File: config.mk
export PLATFORM = sky130hd
export DESIGN_NAME = feature_frame_selector
export DESIGN_NICKNAME = d
export VERILOG_FILES = /design/src/rtl/feature_frame_selector.sv
export SDC_FILE = /design/constraint.sdc
export NUM_CORES = 1
export LEC_CHECK = 0
export CAP_MARGIN = 5
export CORE_UTILIZATION = 40
export CTS_BUF_LIST = sky130_fd_sc_hd__clkbuf_4
export DETAILED_ROUTE_END_ITERATION = 16
export GPL_TIMING_DRIVEN = 0
export PLACE_DENSITY = 0.61
export SETUP_SLACK_MARGIN = 0.1
export SKIP_CTS_REPAIR_TIMING = 1
export SYNTH_ARGS = -nofsm -noshare
export SYNTH_HDL_FRONTEND = slang
export SYNTH_SLANG_ARGS = --single-unit
File: constraint.sdc
create_clock -name clk -period 2.9 [get_ports clk]
set_input_delay 0.58 -clock clk [delete_from_list [all_inputs] [get_ports clk]]
set_output_delay 0.58 -clock clk [all_outputs]
set_load 0.01 [all_outputs]
File: src/rtl/feature_frame_selector.sv
// feature_frame_selector: captures the five tree features from a record stream
// and presents them as a registered vector with a valid/ready handshake.
//
// Ports:
//   clk, rst_n          clock (rising edge), async active-low reset
//   s_valid/s_ready     input beat handshake; s_data is the feature byte,
//   s_data, s_last      s_last marks the final beat of a record
//   m_valid/m_ready     output vector handshake
//   X13..X278           captured features IDX_A..IDX_E
//   frame_err           one-cycle pulse when a record is dropped
//   drop_cnt            dropped-record count, saturating at 255
module feature_frame_selector #(
    parameter int N_FEAT = 279,
    parameter int IDX_A  = 13,
    parameter int IDX_B  = 27,
    parameter int IDX_C  = 235,
    parameter int IDX_D  = 264,
    parameter int IDX_E  = 278
) (
    input  logic       clk,
    input  logic       rst_n,
    input  logic       s_valid,
    output logic       s_ready,
    input  logic [7:0] s_data,
    input  logic       s_last,
    output logic       m_valid,
    input  logic       m_ready,
    output logic [7:0] X13,
    output logic [7:0] X27,
    output logic [7:0] X235,
    output logic [7:0] X264,
    output logic [7:0] X278,
    output logic       frame_err,
    output logic [7:0] drop_cnt
);

    localparam logic [8:0] LAST = 9'(N_FEAT - 1);
    localparam logic [8:0] IA   = 9'(IDX_A);
    localparam logic [8:0] IB   = 9'(IDX_B);
    localparam logic [8:0] IC   = 9'(IDX_C);
    localparam logic [8:0] ID   = 9'(IDX_D);
    localparam logic [8:0] IE   = 9'(IDX_E);

    typedef enum logic [1:0] {
        COLLECT,
        PEND,
        DISCARD
    } state_t;

    state_t     state, state_n;
    logic [8:0] idx, idx_n;
    logic [7:0] sh_a, sh_b, sh_c, sh_d, sh_e;
    logic       acc, col_acc, free, at_last;
    logic       hit_a, hit_b, hit_c, hit_d, hit_e;
    logic       load, err;

    // Ready depends only on state (and reset), never on m_ready.
    assign s_ready = rst_n & (state != PEND);
    assign acc     = s_valid & s_ready;
    assign col_acc = acc & (state == COLLECT);
    assign free    = ~m_valid | m_ready;
    assign at_last = (idx == LAST);

    assign hit_a = col_acc & (idx == IA);
    assign hit_b = col_acc & (idx == IB);
    assign hit_c = col_acc & (idx == IC);
    assign hit_d = col_acc & (idx == ID);
    assign hit_e = col_acc & (idx == IE);

    always_comb begin
        state_n = state;
        idx_n   = idx;
        load    = 1'b0;
        err     = 1'b0;
        unique case (state)
            COLLECT: begin
                if (acc) begin
                    unique case (1'b1)
                        at_last & s_last: begin
                            idx_n = '0;
                            if (free) load = 1'b1;
                            else      state_n = PEND;
                        end
                        ~at_last & s_last: begin
                            err   = 1'b1;
                            idx_n = '0;
                        end
                        at_last & ~s_last: begin
                            err     = 1'b1;
                            idx_n   = '0;
                            state_n = DISCARD;
                        end
                        default: idx_n = idx + 9'd1;
                    endcase
                end
            end
            PEND: begin
                if (free) begin
                    load    = 1'b1;
                    state_n = COLLECT;
                end
            end
            DISCARD: begin
                if (acc & s_last) begin
                    idx_n   = '0;
                    state_n = COLLECT;
                end
            end
            default: state_n = COLLECT;
        endcase
    end

    always_ff @(posedge clk or negedge rst_n) begin
        if (!rst_n) begin
            state     <= COLLECT;
            idx       <= '0;
            sh_a      <= '0;
            sh_b      <= '0;
            sh_c      <= '0;
            sh_d      <= '0;
            sh_e      <= '0;
            X13       <= '0;
            X27       <= '0;
            X235      <= '0;
            X264      <= '0;
            X278      <= '0;
            m_valid   <= 1'b0;
            frame_err <= 1'b0;
            drop_cnt  <= '0;
        end else begin
            state     <= state_n;
            idx       <= idx_n;
            frame_err <= err;
            if (hit_a) sh_a <= s_data;
            if (hit_b) sh_b <= s_data;
            if (hit_c) sh_c <= s_data;
            if (hit_d) sh_d <= s_data;
            if (hit_e) sh_e <= s_data;
            // The final beat may itself be a selected feature; bypass it.
            if (load) begin
                X13  <= hit_a ? s_data : sh_a;
                X27  <= hit_b ? s_data : sh_b;
                X235 <= hit_c ? s_data : sh_c;
                X264 <= hit_d ? s_data : sh_d;
                X278 <= hit_e ? s_data : sh_e;
            end
            if (load)         m_valid <= 1'b1;
            else if (m_ready) m_valid <= 1'b0;
            if (err && drop_cnt != 8'hFF) drop_cnt <= drop_cnt + 8'd1;
        end
    end

endmodule
# Yosys cells after proc, flatten, opt, wreduce, memory -nomap -nowiden
# Cells that the tools add are included.
classes:
  add_sub_neg: 2
  reduce_logical: 8
  n_eq_ne: 14
  n_bitwise: 16
  n_mux: 24
ops:
  columns: ["operator", "n"]
  rows:
  - ["$mux 8", 5]
  - ["$mux 9", 3]
  - ["$eq 9x9->1 const B", 2]
  - ["$pmux 9 s2", 1]
  - ["$and 1x1->1", 12]
  - ["$add 9x1->9 const B", 1]
  - ["$eq 9x4->1 const B", 1]
  - ["$eq 9x5->1 const B", 1]
  - ["$eq 9x8->1 const B", 1]
  - ["$add 8x1->8 const B", 1]
  - ["$mux 1", 8]
  - ["$mux 2", 4]
  - ["$ne 8x8->1 const B", 1]
  - ["$ne 2x2->1 const B", 3]
  - ["$pmux 2 s3", 1]
  - ["$reduce_and 5->1", 1]
  - ["$pmux 2 s2", 1]
  - ["$reduce_bool 2->1", 2]
  - ["$ne 3x1->1 const B", 1]
  - ["$ne 3x3->1 const B", 1]
  - ["$not 1->1", 3]
  - ["$reduce_and 3->1", 1]
  - ["$reduce_or 3->1", 1]
  - ["$eq 2x1->1 const B", 1]
  - ["other kinds (7)", 7]
word_totals:
  input_bits: 13
  elab_cells: 79
  ff_bits: 101

# Depth between registers and ports, before layout
depth:
  depth_word: 8
  mapped_depth: 10

# Least setup slack after synthesis
# Ideal clock, no wire load.
synth_path:
  path_type: "flip-flop to flip-flop"
  startpoint: "register idx[5]"
  endpoint: "register X13[0]"
  stages_incl_launch_ff: 8
  t_required_ps: 2775
  slack_ps: 418
  arrival_ps: 2357
  period_less_slack_ps: 2482
  setup_time_ps: 125
  path_cell_list: "dfrtp_1 -> or4b_4 -> nor2_1 -> ha_1 -> a21oi_1 -> nor2_1 -> clkbuf_1 -> mux2_2"
synth_between:
  elab_chain_len: 5
synth_lines:
  columns: ["element", "line_no", "source"]
  rows:
  - ["from (decl)", "51", "logic [8:0] idx, idx_n;"]
  - ["from (signal assigned)", "132", "idx <= idx_n;"]
  - ["$eq 9x9->1", "62", "assign at_last = (idx == LAST);"]
  - ["$and 1x1->1", "79", "at_last & s_last: begin"]
  - ["$mux 1", "78", "unique case (1'b1)"]
  - ["$mux 1", "77", "if (acc) begin"]
  - ["$pmux 1 s2", "75", "unique case (state)"]
  - ["to (signal assigned)", "141", "X13 <= hit_a ? s_data : sh_a;"]
  - ["to (decl)", "28", "output logic [7:0] X13,"]
# Several ways; a longest one is shown, not always the timed one.
# A chain may end at the register's enable or synchronous reset.

# Final worst setup path
layout_path:
  startpoint: "register idx[5]"
  endpoint: "register X235[0]"
layout_between:
  elab_chain_len: 5
layout_lines:
  columns: ["element", "line_no", "source"]
  rows:
  - ["$eq 9x9->1", "62", null]
  - ["$and 1x1->1", "79", null]
  - ["$mux 1", "78", null]
  - ["$mux 1", "77", null]
  - ["$pmux 1 s2", "75", null]
  - ["to (signal assigned)", "143", "X235 <= hit_c ? s_data : sh_c;"]
  - ["to (decl)", "30", "output logic [7:0] X235,"]
# Several ways; a longest one is shown, not always the timed one.

==> impl_metrics.yaml <==
worst_setup_path:
  cpMostUsedCell: "nor2_1"
  path_buf_inv: 1
  crit_type: "register to register"
  cp_slowest_stage_delay_ns: 0.61
  cp-start-kind: "register"
  critical_path.top_delay_family: "simple AND/OR/NAND/NOR gates"
  critPathSlowestCell: "or4b_4"
  arrival_ns: 3.05
  setup.worst_path.end_class: "register"
  crit_fanout: 10
  required_ns: 3.24
  path_cells: "or4b_4 -> nor2_1 -> ha_1 -> a21oi_1 -> nor2_1 -> buf_2 -> mux2_2"
synthesis:
  netlist_instances: 293
  synth_area_leaders: "dfrtp_1, mux2_2, ha_1"
  netlist-cell-type-count: 42
  synthTopCellsByCount: "dfrtp_1, mux2_2, nand2_1"
  yosys.area.top_type: "dfrtp_1"
  ys_seq_area_frac: 0.6012
  synth_nets: 314
  synthArstFlopShare: 1.000
  synth_most_common_cell: "dfrtp_1"
  synth.avg_cell_area_sq_um: 14.35
  synth-edff-count: 0
  ys_warn_count: 0
  synth_ff_type: "dfrtp_1"
  synth_area_sq_mm: 0.004204
  synth.top_cell.area_share: 0.6012
  ys_ff_latch: 101
power:
  power_density_mw_per_mm2: 474.9
  leakage_nw: 2.460
  total_power_w: 0.002458
  ir_drop_mv: 0.2677
clock_network:
  path_clk_slew_ns: 0.18
  tritoncts: "built"
  cts_max_level: 3
  cts_buffer_depth: 2
  cts_sinks: 101
  numCtsBuffers: 9
  root_buffer: "clkbuf_4"
  clk_latency_ns: 0.45
sta:
  fin_hold_ws_ns: 0.1202
  skew_ns: 0.01930
  fin_crit_sh: 0.9340
  tightest_slew_ns: 0.8045
  setup_viol: 0
  finalHoldViolations: 0
  worst_slack_ns: 0.1914
  rsz0062_at_grt: "yes"
  min_period_ns: 2.709
  slew-limit-headroom: 0.4597
  slew_viol_final: 0
  fmax_mhz: 369.2
placement:
  dp_hpwl_microns: 5445
  io_buffers: 63
  dp_slack_ns: -0.3096
  place_congestion: 0.7720
die:
  start_util: 0.4091
  coreArea_sq_mm: 0.01028
  die_x_microns: 104.5
  fp.dieH_microns: 104.5
  ios: 64
  die_area_sq_mm: 0.01092
  rows: 37
routing:
  vias_per_cell: 5.134
  vias: 2613
  drt-initial-drc-count: 86
  drtPass1Iterations: 4
  route.antenna.remaining_nets: 0
  wl_per_cell_microns: 15.87
  drt_wl_total_microns: 8079
  drc: 0
final_layout:
  num_antenna_cells: 0
  fin_util: 0.5037
  drive_above_1_share: 0.3029
  areaGrowthSynthToFinish_pct: 23.12
  nets: 389
  fillers: 962
grt:
  grt-busiest-layer: "met2"
  grt_pass1_vias: 2718
  use_met2: 0.2644
  grt_max_degree: 57
  grt_overflow: 0
  use_met3: 0.03446
  grt_usage: 0.1661
  grt_pass1_wl_microns: 14000
  use_met1: 0.2216
  antenna_found_initial: 0
worst_hold_path:
  hold_path.class: "input pin to async pin"
run_status:
  status: "completed"
flow_run:
  maxCapViolCount: 0
cells by family after synthesis:
family | count (synthesis) | synth area share
buf+inv | 17 | 0.01518
compound gates | 24 | 0.03929
flops | 101 | 0.6012
simple gates | 55 | 0.08542
xor+xnor | 7 | 0.01458
mux | 81 | 0.2205
fa+ha+maj | 8 | 0.02381
power breakdown:
group	leakage, nW	internal (W)	switching, W
clock network	0.0764	0.000199	0.000511
logic	0.990	0.000126	0.000119
registers	1.39	0.00145	0.0000481
total	2.46	0.00178	0.000679
cell usage in the layout (no fill, tap or decap), types with 5 or more instances in the layout:
cell type and count:
mux2_2 77, clkbuf_4 9, o21ai_0 10, ha_1 8, clkdlybuf4s50_1 62, inv_1 8
xnor2_1 6, nand3_1 6, dfrtp_1 101, nor3_1 5, nor2_1 5, nand2_1 11
worst paths after layout:
check,slack (ns),to,start,depth (start not counted)
max,0.19,X235[0]$_DFFE_PN0P_,idx[5]$_DFFE_PN0P_,7
min,0.12,sh_a[4]$_DFF_PN0_,rst_n,1
max reg2reg,0.19,X235[0]$_DFFE_PN0P_,idx[5]$_DFFE_PN0P_,7
min reg2reg,0.51,sh_a[6]$_DFF_PN0_,sh_a[6]$_DFF_PN0_,1
max in group asynchronous,2.08,X27[2]$_DFFE_PN0P_,rst_n,2
min in group clk,0.51,sh_a[6]$_DFF_PN0_,sh_a[6]$_DFF_PN0_,1
routing by layer:
| layer | wire length (microns) | vias up |
|---|---|---|
| li1 | - | 1207 |
| met1 | 3742 | 1346 |
| met5 | 0 | - |
| met4 | 135 | 0 |
| met2 | 3934 | 49 |
| met3 | 266 | 11 |
cell type report:
class	instances	area, sq um	area share
Buffer	9	40.04	0.007735
Sequential cell	101	2527	0.4883
Clock inverter	7	72.57	0.01402
Timing Repair Buffer	64	655.6	0.1267
Clock buffer	9	67.56	0.01305
Tap cell	136	170.2	0.03287
Multi-Input combinational cell	175	1613	0.3116
Inverter	8	30.03	0.005801
state kept, by name, indices dropped and copies added (netlist names):
signal,count
X278,8
idx,9
sh_e,8
sh_b,8
frame_err,1
X235,8
state,2
X13,8
sh_c,8
drop_cnt,8
X27,8
sh_a,8
sh_d,8
X264,8
m_valid,1
through the flow:
step,cell area (sq um),TNS [ns],cells
finish,5176,0,509
global route,5176,0,509
CTS,5170,-3.017,509
detailed placement,5030,-5.388,493
global placement,5005,-626.25,492
floorplan,4204,0,293
Power figures use the tool's default switching activity.
==> edit, RTL diff (config.mk and constraints unchanged) <==
Re-encode `state_t` (3 states) as one-hot, 3 bits wide.
--- a/src/rtl/feature_frame_selector.sv
+++ b/src/rtl/feature_frame_selector.sv
@@ -41,10 +41,10 @@
     localparam logic [8:0] ID   = 9'(IDX_D);
     localparam logic [8:0] IE   = 9'(IDX_E);
 
-    typedef enum logic [1:0] {
-        COLLECT,
-        PEND,
-        DISCARD
+    typedef enum logic [2:0] {
+        COLLECT = 3'b001,
+        PEND    = 3'b010,
+        DISCARD = 3'b100
     } state_t;
 
     state_t     state, state_n;
Check against the original RTL: same outputs for any inputs over 10 cycles, from zero or initial values and one cycle with rst_n low; not proved beyond that.
==> edit against the original RTL <==
Sequential cell count up 1. Cell area rose by 2.1%. Synthesized area grew 2.5%. Setup slack improved by 0.086 ns. Clock power increased by 7.3%. Synthesized cell count increased by 7.2%. Routed wire length grew 6.0%. Count of clock-buffer cells in the layout did not move. Power increased by 2.1%. Largest cell class unchanged. Highest routed layer unchanged.
==> edit: results (changes against the original RTL) <==
* Drt total wl at 8560 µm (+6.0%)
* Hpwl dp at 5860 µm (+7.7%)
* Vias after detailed routing at 2,721 (+4.1%)
* Nets at 410 (+5.4%)
* Sw Share at 26.1% (-1.5 points)
* Worst R2R End: X278[3]
* Layout cells sized above 1 at 28.8% (-1.5 points)
* Reg2reg start: idx[2]
* Reg-to-reg slack, setup at 0.28 ns (+0.09 ns)
* DRT iter0 DRCs at 196 (+130%)
* Commonest cells post-synth: dfrtp_1, mux2_2, inv_1
* Synth area leaders: dfrtp_1, mux2_2, ha_1
* TritonCTS Buffers at 9 (unchanged)
* Initial antenna violation count at 1 (+1)
* CP Data Arrival Time at 2.95 ns (-0.10 ns)
* First-pass GRT wire length at 14,100 µm (+0.89%)
* Syn nets at 335 (+6.7%)
* Slowest-stage cell, CP: dfrtp_1
* Syn Area/Cell at 13.7 µm² (-4.4%)
* Reg2reg path depth at 8 (+1)
* CTS clk-pin slew, worst paths at 0.16 ns (-0.02 ns)
* Placed cell count at 514 (+4.3%)
* Worst rel slew slack at 63.9% (+18 points)
* Setup Skew at 0.0260 ns (+0.00671 ns)
* Max stage delay on crit path at 0.37 ns (-0.24 ns)
* Hold slack at 0.0549 ns (-0.0652 ns)
* Cell Area, Placed at 5130 µm² (+2.1%)
* Gr usage total at 16.5% (-0.15 points)
* Leak Pwr at 2.55 nW (+3.7%)
* Status: finished, final reports clean
* Cell variety after synth at 39 (-7.1%)
-- edit: routing by layer --
| metal | GRT usage [%] | wire, µm | up-vias |
|---|---|---|---|
| met5 | 0 | 0 | - |
| met4 | 6.94 | 170 | 0 |
| met3 | 3.34 | 294 | 13 |
| met2 | 24.6 | 3950 | 57 |
| met1 | 23.2 | 4150 | 1384 |
| li1 | - | - | 1267 |
-- edit: final cells by class --
type,count,area (µm²),share of cell area (%)
Multi-Input combinational cell,188,1650,31.2
Timing Repair Buffer,64,656,12.4
Tap cell,136,170,3.22
Inverter,12,45.0,0.853
Buffer,12,60.1,1.14
Clock buffer,9,67.6,1.28
Clock inverter,6,77.6,1.47
Antenna cell,1,2.50,0.0474
Sequential cell,102,2550,48.3
-- edit: worst max path at each step --
stage / startpoint / end / slack (ns) / cells past startpoint
global route: idx[2] / X27[1] / 0.11 / 8
detailed placement: s_valid / X13[3] / 0.15 / 7
floorplan: idx[0] / X235[0] / 0.76 / 6
global placement: rst_n / X13[2] / -3.60 / 7
finish: idx[2] / X278[3] / 0.28 / 8
CTS: idx[2] / X235[2] / 0.27 / 8
-- edit: cells by family (layout without fill, tap and decap cells) --
group / Yosys count / in the layout / share of synthesized area [%]
xor+xnor: 7 / 7 / 1.42
fa+ha+maj: 8 / 8 / 2.32
buf+inv: 24 / 103 / 2.44
mux: 81 / 81 / 21.2
simple gates: 66 / 66 / 9.84
compound gates: 26 / 26 / 3.54
other cells: 0 / 1 / 0
flops: 102 / 102 / 59.3
-- edit: power groups by stage --
stage	combinational, mW	clock, mW	sequential, mW
finish	0.235	0.762	1.51
global route	0.260	0.847	1.52
CTS	0.241	0.788	1.51
detailed placement	0.240	0	1.54
global placement	0.234	0	1.54
floorplan	0.0817	0	1.55
